## config.mk

```make
export PLATFORM = sky130hd
export DESIGN_NAME = xcore_if_bpu
export DESIGN_NICKNAME = d
export VERILOG_FILES = /design/src/rtl/xcore_if_bpu.sv
export SDC_FILE = /design/constraint.sdc
export NUM_CORES = 1
export LEC_CHECK = 0
export BUFFER_PORTS_ARGS = -buffer_cell sky130_fd_sc_hd__clkbuf_2
export CAP_MARGIN = 20
export CORE_MARGIN = 5
export CORE_UTILIZATION = 49
export CTS_BUF_LIST = sky130_fd_sc_hd__clkbuf_8
export CTS_CLUSTER_SIZE = 16
export DETAILED_ROUTE_END_ITERATION = 10
export PLACE_DENSITY_LB_ADDON = 0.15
export SLEW_MARGIN = 5
export SYNTH_ARGS = -nofsm -noshare
export SYNTH_HDL_FRONTEND = slang
export SYNTH_SLANG_ARGS = --single-unit
```

## constraint.sdc

```tcl
create_clock -name i_clk -period 3.64 [get_ports i_clk]
set_input_delay 0.546 -clock i_clk [delete_from_list [all_inputs] [get_ports i_clk]]
set_output_delay 0.546 -clock i_clk [all_outputs]
set_load 0.01 [all_outputs]
```

## src/rtl/xcore_if_bpu.sv

```systemverilog
// Fetch-stage branch predictor: bimodal 2-bit counters plus a direct-mapped tagged BTB.
// One registered prediction per fetched PC; retrained from the mem-stage branch/jump unit.
module xcore_if_bpu #(
    parameter int BHT_ENTRIES = 64,
    parameter int BTB_ENTRIES = 16
) (
    input  logic        i_clk,
    input  logic        i_rst_n,
    input  logic        i_if_valid,
    input  logic [31:0] i_if_pc,
    input  logic        i_if_stall,
    input  logic        i_if_flush,
    output logic        o_bp_valid,
    output logic [31:0] o_bp_pc,
    output logic        o_bp_taken,
    output logic [31:0] o_bp_target,
    output logic [1:0]  o_bp_skip,
    input  logic        i_upd_valid,
    input  logic [31:0] i_upd_pc,
    input  logic        i_upd_taken,
    input  logic [31:0] i_upd_target
);
    localparam int BHT_IW = $clog2(BHT_ENTRIES);
    localparam int BTB_IW = $clog2(BTB_ENTRIES);
    localparam int TAG_W  = 30 - BTB_IW;

    logic [1:0]             bht     [BHT_ENTRIES];
    logic [BTB_ENTRIES-1:0] btb_vld;
    logic [TAG_W-1:0]       btb_tag [BTB_ENTRIES];
    logic [31:0]            btb_tgt [BTB_ENTRIES];

    logic [BHT_IW-1:0] if_bht_idx, upd_bht_idx;
    logic [BTB_IW-1:0] if_btb_idx, upd_btb_idx;
    logic [TAG_W-1:0]  if_tag, upd_tag;
    logic              hit, pred_taken;
    logic [31:0]       pred_target;
    logic [1:0]        cnt, cnt_nxt;
    logic              unused_pc_lsbs;

    assign if_bht_idx  = i_if_pc[BHT_IW+1:2];
    assign if_btb_idx  = i_if_pc[BTB_IW+1:2];
    assign if_tag      = i_if_pc[31:BTB_IW+2];
    assign upd_bht_idx = i_upd_pc[BHT_IW+1:2];
    assign upd_btb_idx = i_upd_pc[BTB_IW+1:2];
    assign upd_tag     = i_upd_pc[31:BTB_IW+2];
    assign unused_pc_lsbs = ^{i_if_pc[1:0], i_upd_pc[1:0]};

    // Lookup reads storage directly, so a same-cycle update is not visible until next cycle.
    assign hit         = btb_vld[if_btb_idx] && (btb_tag[if_btb_idx] == if_tag);
    assign pred_taken  = bht[if_bht_idx][1] & hit;
    assign pred_target = pred_taken ? btb_tgt[if_btb_idx] : i_if_pc + 32'd4;

    always_comb begin
        cnt     = bht[upd_bht_idx];
        cnt_nxt = cnt;
        if (i_upd_taken) begin
            if (cnt != 2'b11) cnt_nxt = cnt + 2'd1;
        end else begin
            if (cnt != 2'b00) cnt_nxt = cnt - 2'd1;
        end
    end

    always_ff @(posedge i_clk or negedge i_rst_n) begin
        if (!i_rst_n) begin
            for (int i = 0; i < BHT_ENTRIES; i++) bht[i] <= 2'b01;
            btb_vld <= '0;
        end else if (i_upd_valid) begin
            bht[upd_bht_idx] <= cnt_nxt;
            if (i_upd_taken) btb_vld[upd_btb_idx] <= 1'b1;
        end
    end

    // Tag/target payload is qualified by btb_vld, so it carries no reset.
    always_ff @(posedge i_clk) begin
        if (i_upd_valid && i_upd_taken) begin
            btb_tag[upd_btb_idx] <= upd_tag;
            btb_tgt[upd_btb_idx] <= i_upd_target;
        end
    end

    logic        vld_q, taken_q;
    logic [31:0] pc_q, target_q;
    logic [1:0]  skip_q;

    always_ff @(posedge i_clk or negedge i_rst_n) begin
        if (!i_rst_n) begin
            vld_q    <= 1'b0;
            pc_q     <= '0;
            taken_q  <= 1'b0;
            target_q <= '0;
            skip_q   <= 2'b00;
        end else if (i_if_flush) begin
            vld_q   <= 1'b0;
            taken_q <= 1'b0;
            skip_q  <= 2'b00;
        end else if (!i_if_stall) begin
            vld_q    <= i_if_valid;
            pc_q     <= i_if_pc;
            taken_q  <= pred_taken;
            target_q <= pred_target;
            skip_q   <= {1'b0, pred_taken};
        end
    end

    assign o_bp_valid  = vld_q;
    assign o_bp_pc     = pc_q;
    assign o_bp_target = target_q;
    assign o_bp_taken  = taken_q & vld_q;
    assign o_bp_skip   = vld_q ? skip_q : 2'b00;

endmodule

```

==> results.md <==
- Relative slew margins: 30.26%
- Share of layout cells above drive strength 1: 38.29%
- Wire length per cell: a little over 30 um
- Final hold vios: 0
- Tot Pwr: 27.66 mW
- Initial antenna violation count: 10
- CTS buffer count: ~190
- Clock buffer depth: 3
- # fillers: about 7300
- IO Count: about 170
- Area delta synth->final: 16.10%
- Int Power: 20.99 mW
- Setup bufs post-CTS: 0
- MaxCap Viol Count: 0
- EDFF count, synth: around 930
- Top FF cell, synth: edfxtp_1
- # setup viols final: 0
- CTS tree: done
- Pre-CTS setup slack: -0.3963 ns
- Comb pwr share: roughly 8.6%
- Most frequent cells in the layout: edfxtp_1 (928), mux4_2 (296), clkbuf_8 (200), clkbuf_2 (163), buf_4 (153)
- Min-delay worst type: primary input to flop
- Run status: complete, no violations
- Vias in the first global route: ~27000
- Post-Syn Area: approximately 0.047 sq mm
- Routed wire length: 130700 um
- CTS Hold Bufs: 6
- RSZ-0062 raised after global routing: false
- FP Rows: between 100 and 150
- Gates resized, CTS repair: 0
- Clock Latency Late Sink: between 0.8 and 0.9 ns
- CTS Sinks: around 1100
- Non-Filler Instances: 4334
- HPWL Detailed: between 80000 and 90000 um
- CTS root buffer: clkbuf_8
- Critical Path AT: about 4.2 ns
- Most common cell after layout, fill and taps aside: edfxtp_1
- Vias: between 20000 and 30000
- Nets@finish: 3004
- Worst slew pin tran: roughly 1.0 ns
- Switching share of power: around 24%
- Vias per cell: 6.091
- Final ANT Viol Nets: 0
- Die Footprint: between 0.1 and 0.15 sq mm
- Yosys reg bits: 1138
- Setup crit start kind: flop
- Htree depth: 4
- Register share of total power: between 50% and 60%
- DR pass1 iterations: 6
- Peak VDD IR: about 350 uV
- Tmin final: approximately 3.5 ns
- PD cells: 505.2 mW/mm^2
- Synth cell types: 85
- Clock-pin slew on the worst setup and hold paths: around 0.06 ns
- DR DRC count: 0
- Final Wtd Congestion: 0.8841
- Die W: 320.2 um
- Worst setup margin: roughly 0.17 ns
- Placed cells: 3972
- WHS: 0.09484 ns
- Crit-path max FO: 22
- Clock power share: between 30% and 40%
- Post-DP Area: 0.05114 sq mm
- # port buffers: ~170
- Core Area: between 0.09 and 0.1 sq mm
- Post-Syn Instances: 2485
- Final period util: between 90% and 100%
- GRT overflow: 0
- Register area share after synthesis: between 70% and 80%
- CP endpoint kind: flop
- Design area: ~0.055 sq mm
- Largest net degree at the start of global routing: 99
- Synth async-reset ratio: around 18%
- Worst Skew: 0.04493 ns
- Chip Height: 320.2 um
- All-Layer GR Usage: between 20% and 30%
- Peak Freq: approximately 290 MHz
- Initial core utilization: just under 50%
- First-pass GRT wire length: approximately 190000 um
- Initial DRC count: 2945
- Synthesized net count: about 2600
- Psw: between 6 and 7 mW
- WP data required: approximately 4.4 ns
- Max Slew Vio Count: 0
- Setup CP Type: flop to flop
- Mapped Avg Cell Area: roughly 19 sq um
- Syn. warnings: 0
- Static Leak: around 19 nW
through the flow:
step | util (%) | TNS [ns]
global placement | 53.67 | -7.237
CTS | 57.43 | 0
global route | 57.44 | 0
finish | 57.46 | 0
detailed placement | 53.67 | -8.001
floorplan | - | -676.80
registers in the layout, summed over array words and instances (netlist names):
name	count
btb_tgt	512
o_bp_target	32
btb_tag	416
skip_q	1
btb_vld	16
bht	128
o_bp_pc	32
o_bp_valid	1
synthesized netlist by cell type, types with 5 or more instances:
cell | instances | share of area (%)
nor4_1 | 29 | 0.38
inv_1 | 16 | 0.13
nand2b_1 | 5 | 0.066
o22ai_1 | 13 | 0.17
or3_1 | 7 | 0.093
nand3_1 | 15 | 0.16
a21oi_1 | 8 | 0.085
nor3_1 | 13 | 0.14
and3_1 | 5 | 0.066
buf_2 | 31 | 0.33
mux4_2 | 296 | 14
a31oi_1 | 16 | 0.21
clkbuf_1 | 67 | 0.53
and2_1 | 11 | 0.15
or4_1 | 12 | 0.19
o31ai_1 | 13 | 0.21
or2_2 | 18 | 0.24
o211ai_1 | 10 | 0.16
buf_6 | 18 | 0.43
edfxtp_1 | 928 | 59
dfstp_2 | 64 | 3.6
xor2_1 | 14 | 0.26
xnor2_1 | 31 | 0.58
nor2b_1 | 21 | 0.28
a22o_1 | 5 | 0.093
o21ai_0 | 29 | 0.31
mux2_2 | 143 | 3.4
mux2i_1 | 60 | 1.3
nor2_1 | 129 | 1.0
a311oi_1 | 6 | 0.11
a22oi_1 | 7 | 0.11
dfrtp_1 | 146 | 7.7
mux4_1 | 9 | 0.50
a211o_1 | 9 | 0.17
buf_4 | 19 | 0.30
nand4_1 | 24 | 0.32
nand2_1 | 138 | 1.1
a221o_1 | 13 | 0.28
buf_1 | 11 | 0.088
cell type report:
cell class	instances	area (sq um)	area share, %
inverters	18	70.07	0.1280
clock inverters	148	775.7	1.417
flip-flops and latches	1138	33200	60.64
repair buffers	379	3151	5.754
clock buffers	200	2753	5.028
diodes	8	20.02	0.03656
well taps	1265	1583	2.891
multi-input cells	1178	13200	24.10
critical path, stage by stage (launching register included):
cell      delay, ns
edfxtp_1       0.37
mux4_2         0.46
mux2i_1        0.18
buf_4          0.15
xor2_1         0.26
o21ai_0        0.18
nor4_1         0.46
buf_4          0.19
nand4b_1       0.21
buf_12         0.24
or4_1          0.51
a21oi_1        0.17
cell families (layout without fill, tap and decap cells):
group | count (synthesis) | count (layout) | synth area share (%)
xor gates and xnor gates | 45 | 45 | 0.8357
buffers and inverters | 169 | 745 | 1.934
other | 1 | 9 | 0.007952
muxes | 508 | 508 | 19.33
and+or+nand+nor | 451 | 451 | 4.640
adders and majority gates | 3 | 3 | 0.07428
DFF | 1138 | 1138 | 70.40
AOI/OAI and AO/OA | 170 | 170 | 2.780
layer usage:
metal  global-route usage (%)  routed length [um]  up-vias
li1                         -                   -    10970
met4                    6.387                2884        2
met1                    36.14               53310    14000
met2                    40.86               62880     1214
met3                    6.154               11670      205
met5                        0                  13        -
final timing paths:
check	start	end	slack, ns	cells after the start
worst max register to register	btb_tag[13][12]	skip_q[0]	0.17	11
worst min-delay path	i_upd_pc[13]	btb_tag[4][7]	0.09	1
worst max-delay path	btb_tag[13][12]	skip_q[0]	0.17	11
max in group asynchronous	i_rst_n	o_bp_pc[15]	2.35	3
worst min register to register	btb_vld[14]	btb_vld[14]	0.46	1
min in group asynchronous	i_rst_n	o_bp_pc[12]	0.34	2
power by group through the flow:
stage / clock [mW] / combinational [mW] / sequential (mW)
after floorplan: 0 / 1.30 / 15.0
after global placement: 0 / 2.32 / 15.0
after detailed placement: 0 / 2.38 / 15.0
after CTS: 10.7 / 2.39 / 14.8
after global routing: 11.3 / 2.54 / 14.8
final: 10.5 / 2.38 / 14.8
(Power assumes the default switching activity.)
